--- config.mk ---
export PLATFORM = sky130hd
export DESIGN_NAME = mips_multicycle_ctrl
export DESIGN_NICKNAME = d
export VERILOG_FILES = /design/src/rtl/mips_ctrl_pkg.sv /design/src/rtl/mips_alu_decoder.sv /design/src/rtl/mips_multicycle_ctrl.sv
export SDC_FILE = /design/constraint.sdc
export NUM_CORES = 1
export LEC_CHECK = 0
export CAP_MARGIN = 20
export CORE_MARGIN = 2
export CORE_UTILIZATION = 30
export CTS_BUF_LIST = sky130_fd_sc_hd__clkbuf_16
export CTS_CLUSTER_DIAMETER = 200
export DETAILED_ROUTE_END_ITERATION = 10
export PLACE_DENSITY = 0.52
export SKIP_CTS_REPAIR_TIMING = 1
export SLEW_MARGIN = 20
export SYNTH_ARGS = -nofsm -noshare
export SYNTH_HDL_FRONTEND = slang
export SYNTH_HIERARCHICAL = 1
export SYNTH_SLANG_ARGS = --single-unit
--- constraint.sdc ---
create_clock -name clk -period 2.5 [get_ports clk]
set_input_delay 0.5 -clock clk [delete_from_list [all_inputs] [get_ports clk]]
set_output_delay 0.5 -clock clk [all_outputs]
set_load 0.02 [all_outputs]
--- src/rtl/mips_ctrl_pkg.sv ---
// Shared definitions for the multi-cycle MIPS control slice: state encoding,
// opcode/funct values, ALU-control codes and datapath mux encodings.
package mips_ctrl_pkg;

  typedef enum logic [3:0] {
    S_FETCH, S_DECODE, S_MEMADR, S_MEMRD, S_MEMWB, S_MEMWR, S_EXEC,
    S_ALUWB, S_BRANCH, S_ADDIEX, S_ADDIWB, S_JUMP, S_ERROR
  } state_t;

  localparam logic [5:0] OP_RTYPE = 6'h00;
  localparam logic [5:0] OP_J     = 6'h02;
  localparam logic [5:0] OP_BEQ   = 6'h04;
  localparam logic [5:0] OP_BNE   = 6'h05;
  localparam logic [5:0] OP_ADDI  = 6'h08;
  localparam logic [5:0] OP_LW    = 6'h23;
  localparam logic [5:0] OP_SW    = 6'h2B;

  localparam logic [5:0] FN_ADD = 6'h20;
  localparam logic [5:0] FN_SUB = 6'h22;
  localparam logic [5:0] FN_AND = 6'h24;
  localparam logic [5:0] FN_OR  = 6'h25;
  localparam logic [5:0] FN_SLT = 6'h2A;

  localparam logic [2:0] ALU_ADD = 3'b010;
  localparam logic [2:0] ALU_SUB = 3'b110;
  localparam logic [2:0] ALU_AND = 3'b000;
  localparam logic [2:0] ALU_OR  = 3'b001;
  localparam logic [2:0] ALU_SLT = 3'b111;

  localparam logic [1:0] PCSRC_ALU    = 2'b00;
  localparam logic [1:0] PCSRC_ALUOUT = 2'b01;
  localparam logic [1:0] PCSRC_JUMP   = 2'b10;

  localparam logic [1:0] SRCB_RT     = 2'b00;
  localparam logic [1:0] SRCB_FOUR   = 2'b01;
  localparam logic [1:0] SRCB_IMM    = 2'b10;
  localparam logic [1:0] SRCB_IMMSH2 = 2'b11;

endpackage

--- src/rtl/mips_alu_decoder.sv ---
// R-type funct -> ALU control decode.
// Ports:
//   funct   in  6        instr[5:0]
//   aluctrl out ALUC_W   ALU operation (add when funct is not recognised)
//   legal   out 1        funct is one of add/sub/and/or/slt
module mips_alu_decoder
  import mips_ctrl_pkg::*;
#(
  parameter int ALUC_W = 3
) (
  input  logic [5:0]        funct,
  output logic [ALUC_W-1:0] aluctrl,
  output logic              legal
);

  always_comb begin
    aluctrl = ALU_ADD;
    legal   = 1'b1;
    case (funct)
      FN_ADD:  aluctrl = ALU_ADD;
      FN_SUB:  aluctrl = ALU_SUB;
      FN_AND:  aluctrl = ALU_AND;
      FN_OR:   aluctrl = ALU_OR;
      FN_SLT:  aluctrl = ALU_SLT;
      default: legal   = 1'b0;
    endcase
  end

endmodule

--- src/rtl/mips_multicycle_ctrl.sv ---
// Main control FSM for the multi-cycle MIPS datapath (shared ALU, one memory
// port). Decodes opcode/funct, drives mux selects and write enables, and waits
// on mem_ready with a bounded wait counter.
// Ports: clk, rst (async, active-low), opcode, funct, zero, mem_ready in;
//   mem_req, iord, mem_write, ir_write, pc_en, pcsrc, alusrca, alusrcb,
//   aluctrl, regdst, memtoreg, reg_write, instr_done, error out.
// Build option: MIPS_CTRL_BNE_EN adds bne (opcode 0x05) as a branch on ~zero;
//   without it 0x05 is an illegal opcode.
//
// state  | meaning
// FETCH  | read instruction at PC, PC += 4 when memory answers
// DECODE | register read, branch target precomputed into ALUOut
// MEMADR | lw/sw address = rs + imm
// MEMRD  | load data read, wait for mem_ready
// MEMWB  | load data to rt
// MEMWR  | store, mem_write held until mem_ready
// EXEC   | R-type ALU op from funct
// ALUWB  | R-type result to rd
// BRANCH | compare rs/rt, PC <= ALUOut when taken
// ADDIEX | rs + imm
// ADDIWB | addi result to rt
// JUMP   | PC <= jump target
// ERROR  | illegal instruction or memory timeout; left only by reset
module mips_multicycle_ctrl
  import mips_ctrl_pkg::*;
#(
  parameter int ALUC_W  = 3,
  parameter int TIMEOUT = 16
) (
  input  logic              clk,
  input  logic              rst,
  input  logic [5:0]        opcode,
  input  logic [5:0]        funct,
  input  logic              zero,
  input  logic              mem_ready,
  output logic              mem_req,
  output logic              iord,
  output logic              mem_write,
  output logic              ir_write,
  output logic              pc_en,
  output logic [1:0]        pcsrc,
  output logic              alusrca,
  output logic [1:0]        alusrcb,
  output logic [ALUC_W-1:0] aluctrl,
  output logic              regdst,
  output logic              memtoreg,
  output logic              reg_write,
  output logic              instr_done,
  output logic              error
);

  localparam int CNT_W = (TIMEOUT > 1) ? $clog2(TIMEOUT) : 1;

  state_t             state, state_next;
  logic [CNT_W-1:0]   wait_cnt;
  logic [ALUC_W-1:0]  alu_fn;
  logic               fn_legal;
  logic               in_mem;
  logic               timed_out;

  mips_alu_decoder #(.ALUC_W(ALUC_W)) u_alu_dec (
    .funct   (funct),
    .aluctrl (alu_fn),
    .legal   (fn_legal)
  );

  assign in_mem    = (state == S_FETCH) || (state == S_MEMRD) || (state == S_MEMWR);
  // mem_ready in the last allowed cycle still completes the access
  assign timed_out = in_mem && !mem_ready && (wait_cnt == CNT_W'(TIMEOUT - 1));

  always_ff @(posedge clk or negedge rst) begin
    if (!rst) begin
      state    <= S_FETCH;
      wait_cnt <= '0;
    end else begin
      state <= state_next;
      // every memory state is entered from a different state, so any
      // transition doubles as the clear-on-entry event
      if (state_next != state)
        wait_cnt <= '0;
      else if (in_mem && !mem_ready)
        wait_cnt <= wait_cnt + CNT_W'(1);
    end
  end

  always_comb begin
    state_next = state;
    case (state)
      S_FETCH:  if (mem_ready) state_next = S_DECODE;
                else if (timed_out) state_next = S_ERROR;
      S_DECODE: begin
        case (opcode)
          OP_LW, OP_SW: state_next = S_MEMADR;
          OP_RTYPE:     state_next = S_EXEC;
          OP_BEQ:       state_next = S_BRANCH;
`ifdef MIPS_CTRL_BNE_EN
          OP_BNE:       state_next = S_BRANCH;
`endif
          OP_ADDI:      state_next = S_ADDIEX;
          OP_J:         state_next = S_JUMP;
          default:      state_next = S_ERROR;
        endcase
      end
      S_MEMADR: state_next = (opcode == OP_LW) ? S_MEMRD : S_MEMWR;
      S_MEMRD:  if (mem_ready) state_next = S_MEMWB;
                else if (timed_out) state_next = S_ERROR;
      S_MEMWB:  state_next = S_FETCH;
      S_MEMWR:  if (mem_ready) state_next = S_FETCH;
                else if (timed_out) state_next = S_ERROR;
      S_EXEC:   state_next = fn_legal ? S_ALUWB : S_ERROR;
      S_ALUWB:  state_next = S_FETCH;
      S_BRANCH: state_next = S_FETCH;
      S_ADDIEX: state_next = S_ADDIWB;
      S_ADDIWB: state_next = S_FETCH;
      S_JUMP:   state_next = S_FETCH;
      default:  state_next = S_ERROR;
    endcase
  end

  always_comb begin
    mem_req    = 1'b0;
    iord       = 1'b0;
    mem_write  = 1'b0;
    ir_write   = 1'b0;
    pc_en      = 1'b0;
    pcsrc      = PCSRC_ALU;
    alusrca    = 1'b0;
    alusrcb    = SRCB_RT;
    aluctrl    = ALU_AND;
    regdst     = 1'b0;
    memtoreg   = 1'b0;
    reg_write  = 1'b0;
    instr_done = 1'b0;
    error      = 1'b0;
    // outputs are gated by reset so an access in flight drops immediately
    if (rst) begin
      case (state)
        S_FETCH: begin
          mem_req  = 1'b1;
          alusrcb  = SRCB_FOUR;
          aluctrl  = ALU_ADD;
          ir_write = mem_ready;
          pc_en    = mem_ready;
        end
        S_DECODE: begin
          alusrcb = SRCB_IMMSH2;
          aluctrl = ALU_ADD;
        end
        S_MEMADR, S_ADDIEX: begin
          alusrca = 1'b1;
          alusrcb = SRCB_IMM;
          aluctrl = ALU_ADD;
        end
        S_MEMRD: begin
          mem_req = 1'b1;
          iord    = 1'b1;
        end
        S_MEMWB: begin
          reg_write  = 1'b1;
          memtoreg   = 1'b1;
          instr_done = 1'b1;
        end
        S_MEMWR: begin
          mem_req    = 1'b1;
          iord       = 1'b1;
          mem_write  = 1'b1;
          instr_done = mem_ready;
        end
        S_EXEC: begin
          alusrca = 1'b1;
          aluctrl = alu_fn;
        end
        S_ALUWB: begin
          reg_write  = 1'b1;
          regdst     = 1'b1;
          instr_done = 1'b1;
        end
        S_BRANCH: begin
          alusrca    = 1'b1;
          aluctrl    = ALU_SUB;
          pcsrc      = PCSRC_ALUOUT;
          instr_done = 1'b1;
`ifdef MIPS_CTRL_BNE_EN
          pc_en      = (opcode == OP_BNE) ? ~zero : zero;
`else
          pc_en      = zero;
`endif
        end
        S_ADDIWB: begin
          reg_write  = 1'b1;
          instr_done = 1'b1;
        end
        S_JUMP: begin
          pcsrc      = PCSRC_JUMP;
          pc_en      = 1'b1;
          instr_done = 1'b1;
        end
        S_ERROR: error = 1'b1;
        default: error = 1'b1;
      endcase
    end
  end

endmodule

Yosys cells after proc, flatten, opt, wreduce, memory -nomap -nowiden

Index checks and enable logic that the tools add are counted.

Div/mod/pow operators: 0
Reduce and logical (&&, ||, !) cells: 18
Shifts and indexed selects: 0
Magnitude comparators: 0
Multiplexer cells: 40
Add/subtract/negate cells: 1
Equality and inequality tests: 23
Bitwise logic cells: 0
Multiply operators: 0

Operators by type and width:

| cell                                                                   | number |
|---|---|
| 6-bit equality test (second input constant)                            | 7 |
| 4-bit one-hot mux with 8 select lines                                  | 1 |
| 4-bit 2-to-1 mux                                                       | 7 |
| 1-bit 2-to-1 mux                                                       | 21 |
| 4-bit equality test (second input constant)                            | 5 |
| 4-bit one-hot mux with 5 select lines                                  | 1 |
| 4-bit by 3-bit equality test with 1-bit output (second input constant) | 4 |
| 3-bit one-hot mux with 4 select lines                                  | 1 |
| 12-bit OR reduction                                                    | 1 |
| 5-bit OR reduction                                                     | 2 |
| 3-bit one-hot mux with 3 select lines                                  | 1 |
| 4-bit by 2-bit equality test with 1-bit output (second input constant) | 2 |
| 4-bit OR reduction                                                     | 2 |
| 6-bit by 2-bit equality test with 1-bit output (second input constant) | 1 |
| 6-bit by 3-bit equality test with 1-bit output (second input constant) | 1 |
| 6-bit by 4-bit equality test with 1-bit output (second input constant) | 1 |
| 6-bit logical NOT                                                      | 1 |
| 3-bit 2-to-1 mux                                                       | 2 |
| 2-bit one-hot mux with 3 select lines                                  | 1 |
| 2-bit OR reduction                                                     | 3 |
| 3-bit OR reduction                                                     | 2 |
| 4-bit by 1-bit adder with 4-bit output (second input constant)         | 1 |
| 4-bit by 1-bit equality test with 1-bit output (second input constant) | 1 |
| 4-bit logical NOT                                                      | 1 |
| other kinds (9)                                                        | 12 |

Register bits: 8
Memories: 0
Logic and storage cells: 84
Output and inout bits: 18
Latch bits: 0
Memory bits (read-only): 0
Memory bits (writable): 0

Longest topological paths before layout

Depth after elaboration: 10
Mapped depth: 7
Depth with buffers taken out: 6

Hierarchy

The synthesis kept the hierarchy.

Modules (own cells, without submodules):

| module               | cells each | times used | area each (um^2) |
|---|---|---|---|
| mips_multicycle_ctrl | 136        | 1          | 992.2 |
| mips_alu_decoder     | 9          | 1          | 86.3 |

Least setup slack after synthesis

Ideal clock, no wire load.

Path kind: input to output
Start point: input port rst
End point: output port pc_en
Arrival time: 1.960 ns
Setup slack: 0.040 ns
Data required time: 2.000 ns
Stages on the path: 4
Path through: clkbuf_1 -> nand2_1 -> nor4b_1 -> a211o_1

Longest elaborated chain between the ends: 1

Ends and longest elaborated chain:

| element          | line                        | RTL |
|---|---|---|
| from (decl)      | mips_multicycle_ctrl.sv:31  | `input logic rst,` |
| 1-bit 2-to-1 mux | mips_multicycle_ctrl.sv:136 | `if (rst) begin` |
| to (decl)        | mips_multicycle_ctrl.sv:40  | `output logic pc_en,` |

No other way between the ends.

Worst setup path in the final report

Start point: input port rst
End point: output port reg_write

Longest elaborated chain between the ends: 1

Ends and longest elaborated chain:

| element          | line                        | RTL |
|---|---|---|
| 1-bit 2-to-1 mux | mips_multicycle_ctrl.sv:136 |  |
| to (decl)        | mips_multicycle_ctrl.sv:47  | `output logic reg_write,` |

No other way between the ends.

==> flow_summary_export.csv <==
group,metric,value,unit
global_routing,antenna_found_initial,0,
drt,via_per_inst,5.25,
status,status,"complete, but fails checks",
drt,post-route-drc-count,0,
clock_tree,root_buffer,"clkbuf_16",
timing,fin_ws,-0.209,ns
global_routing,overflow,0,
clock_tree,cts_made_buffers,3,
run,cap_violations,0,
power,seq_power_share,0.166,
global_routing,grt_max_degree,20,
power,power,1420,uW
setup_path,critPathRequiredTime,2.00,ns
timing,period_share,1.08,
cells_and_area,antenna_cells,0,
setup_path,crit_chain,"clkdlybuf4s50_1 -> nor3b_2 -> nand2_1 -> o21ai_0 -> a21o_1 -> clkdlybuf4s50_1",
power,power_per_cell_area,837,nW/um2
worst_hold_path,holdCritStartpoint,"wait_cnt[1]$_DFFE_PN0P_",
worst_hold_path,hold_end,"wait_cnt[1]$_DFFE_PN0P_",
timing,worstMarginPinSlew,0.392,ns
timing,hold_violations,0,
yosys,synth_area,1080,um2
clock_tree,ctsLongestPathBuffers,2,
yosys,synth.most_common_cell,"nor2_1",
timing,clock_skew,0.00605,ns
power,vdd_drop_max,0.230,mV
setup_path,critPathMostFrequentCell,"clkdlybuf4s50_1",
placement,dp.cells,235,
timing,setup_violations,5,
power,power.leakage,0.000877,uW
yosys,synth_top_area_frac,0.186,
yosys,yosysSeqAreaShare,0.186,
yosys,ys_types,49,
die,core,3390,um2
setup_path,cp_num_buf_inv,2,
setup_path,path_max_fanout,5,
clock_tree,cts_tree,"built",
die,die_h,64.0,um
yosys,synth.area.top_cells,"dfrtp_1 19%, nor2_1 5.2%, nor3_1 4.6%",
yosys,yosys_warnings,6,
timing,holdWs,0.557,ns
power,clkPwrFrac,0.191,
yosys,syn_nets,162,
yosys,ys_ff_latch,8,
die,die_w,64.0,um
yosys,yosysTopAreaCell,"dfrtp_1",
drt,drtAntennaViolNets,0,
die,start_util,0.318,
setup_path,r2r-start,"state[1]$_DFF_PN0_",
power,p_sw,629,uW
setup_path,worstSetupEndpointType,"primary output",
drt,drtIter0Drc,23,
setup_path,reg2reg_setup_slack,0.47,ns
global_routing,grt_util_all_layers,0.169,
setup_path,cp_slowest_cell,"clkdlybuf4s50_1",
power,p_comb_frac,0.643,
timing,period_minus_slack,2.71,ns
global_routing,grt_pass1_vias,1224,
status,violations,"negative setup slack",
clock_tree,cts_max_level,1,
timing,drv_slew,0,
setup_path,arrival,2.21,ns
cells_and_area,stdcell_count,238,
drt,first_pass_iters,4,
clock_tree,insertion_delay,0.24,ns
setup_path,worstSetupPathType,"input port to primary output",
timing,fin_tns_setup,-0.534,ns
yosys,synth_enable_flop_cells,0,
clock_tree,clk_transition_reported_paths,0.03,ns
setup_path,cpPeakStageDelay,0.59,ns
setup_path,rr_endpoint,"wait_cnt[1]$_DFFE_PN0P_",
cells_and_area,utilization,0.501,
yosys,ys.flop_type,"dfrtp_1",
timing,fmax,369,MHz
die,dieArea,4090,um2
die,std_cell_rows,21,
setup_path,reg2reg_depth,6,
placement,gp_congestion,0.798,
yosys,synthCells,145,
yosys,async_flop_share,1.00,
placement,portBuffers,33,
setup_path,path_delay_family,"buffers and inverters",
power,switching_share,0.443,
clock_tree,clock-sinks,8,
cells_and_area,final_net_count,211,
yosys,synth_common_cells,"15 x nor2_1, 11 x nand2_1, 10 x nor3_1, 8 x dfrtp_1, 8 x o21ai_0",
worst_hold_path,hp-class,"flip-flop to flip-flop",
die,pin_count,34,
drt,wl,3350,um
setup_path,critPathLaunchType,"input port",
placement,place_hpwl,2590,um
yosys,syn_area_per_cell,7.44,um2
global_routing,grt_pass1_wl,5530,um
timing,rsz0062_at_grt,"yes",
drt,vias,1249,
power,internal_power,792,uW
worst_hold_path,holdPathStages,2,
drt,wl_per_cell,14.1,um
timing,max_slew_margin,0.738,
cells_and_area,drive_gt1_frac,0.203,
cells_and_area,area_delta_synth_final,57.3,%
[worst register-to-register path: cells and delay by family (launching register included)]
kind                   cells  cell delay (ns)
AND/OR/NAND/NOR            4             0.99
flip-flops                 1             0.51
AO/OA/AOI/OAI              1             0.26
buffers and inverters      1             0.20
[power groups by stage]
stage,Clock [uW],Combinational (uW),Sequential [uW]
2_1_floorplan,0,593,189
6_report,271,914,235
3_3_place_gp,0,907,233
5_1_grt,288,996,245
4_1_cts,278,913,231
3_5_place_dp,0,909,232
[stage by stage]
step                      setup WS [ns]  instance area (um2)
after floorplan                  0.0397                 1080
after global placement           -0.316                 1580
after detailed placement         -0.337                 1580
after CTS                        -0.343                 1650
after global routing             -0.288                 1700
final                            -0.209                 1700
[layout make-up]
class / count / area (um2)
Fill cell: 335 / 1690
Sequential cell: 8 / 201
Inverter: 6 / 22.5
Timing Repair Buffer: 54 / 505
Multi-Input combinational cell: 121 / 835
Tap cell: 46 / 57.6
Clock buffer: 3 / 75.1
[cell usage in the layout (no fill, tap or decap), types with 3 or more instances in the layout]
master | Yosys | final
a21oi_1 | 6 | 6
and3_1 | 3 | 3
buf_4 | 0 | 21
clkbuf_16 | 0 | 3
clkdlybuf4s50_1 | 0 | 20
dfrtp_1 | 8 | 7
dlymetal6s2s_1 | 0 | 11
inv_1 | 6 | 6
nand2_1 | 11 | 11
nand3_1 | 4 | 4
nand4_1 | 3 | 3
nor2_1 | 15 | 15
nor3_1 | 10 | 9
nor3b_1 | 5 | 4
o21ai_0 | 8 | 8
or3_1 | 3 | 3
xor2_1 | 3 | 3
[flip-flops by register name, summed over array words and instances, names as in the netlist]
name / flops
state: 4
wait_cnt: 4
[logic make-up after synthesis]
family	synth area share
multiplexers	0.0197
flip-flops	0.186
buffers and inverters	0.0661
XOR/XNOR	0.0406
AO/OA/AOI/OAI	0.242
AND/OR/NAND/NOR	0.434
adder cells (fa/ha/maj)	0.0116
[layer usage]
metal,GRT usage,vias to the layer above,share of wire
met5,0,-,0
met4,0.0326,0,0.0069
met3,0.0335,2,0.045
met2,0.297,35,0.51
met1,0.213,579,0.44
li1,-,633,-
[worst max-delay path by stage]
stage	start	end	slack, ns	depth (start not counted)
after floorplan	rst	pc_en	0.04	4
after global placement	rst	pc_en	-0.32	5
after detailed placement	rst	pc_en	-0.34	5
after CTS	rst	reg_write	-0.34	6
after global routing	rst	reg_write	-0.29	6
final	rst	reg_write	-0.21	6
No activity file was read; power rests on OpenSTA's default activity.
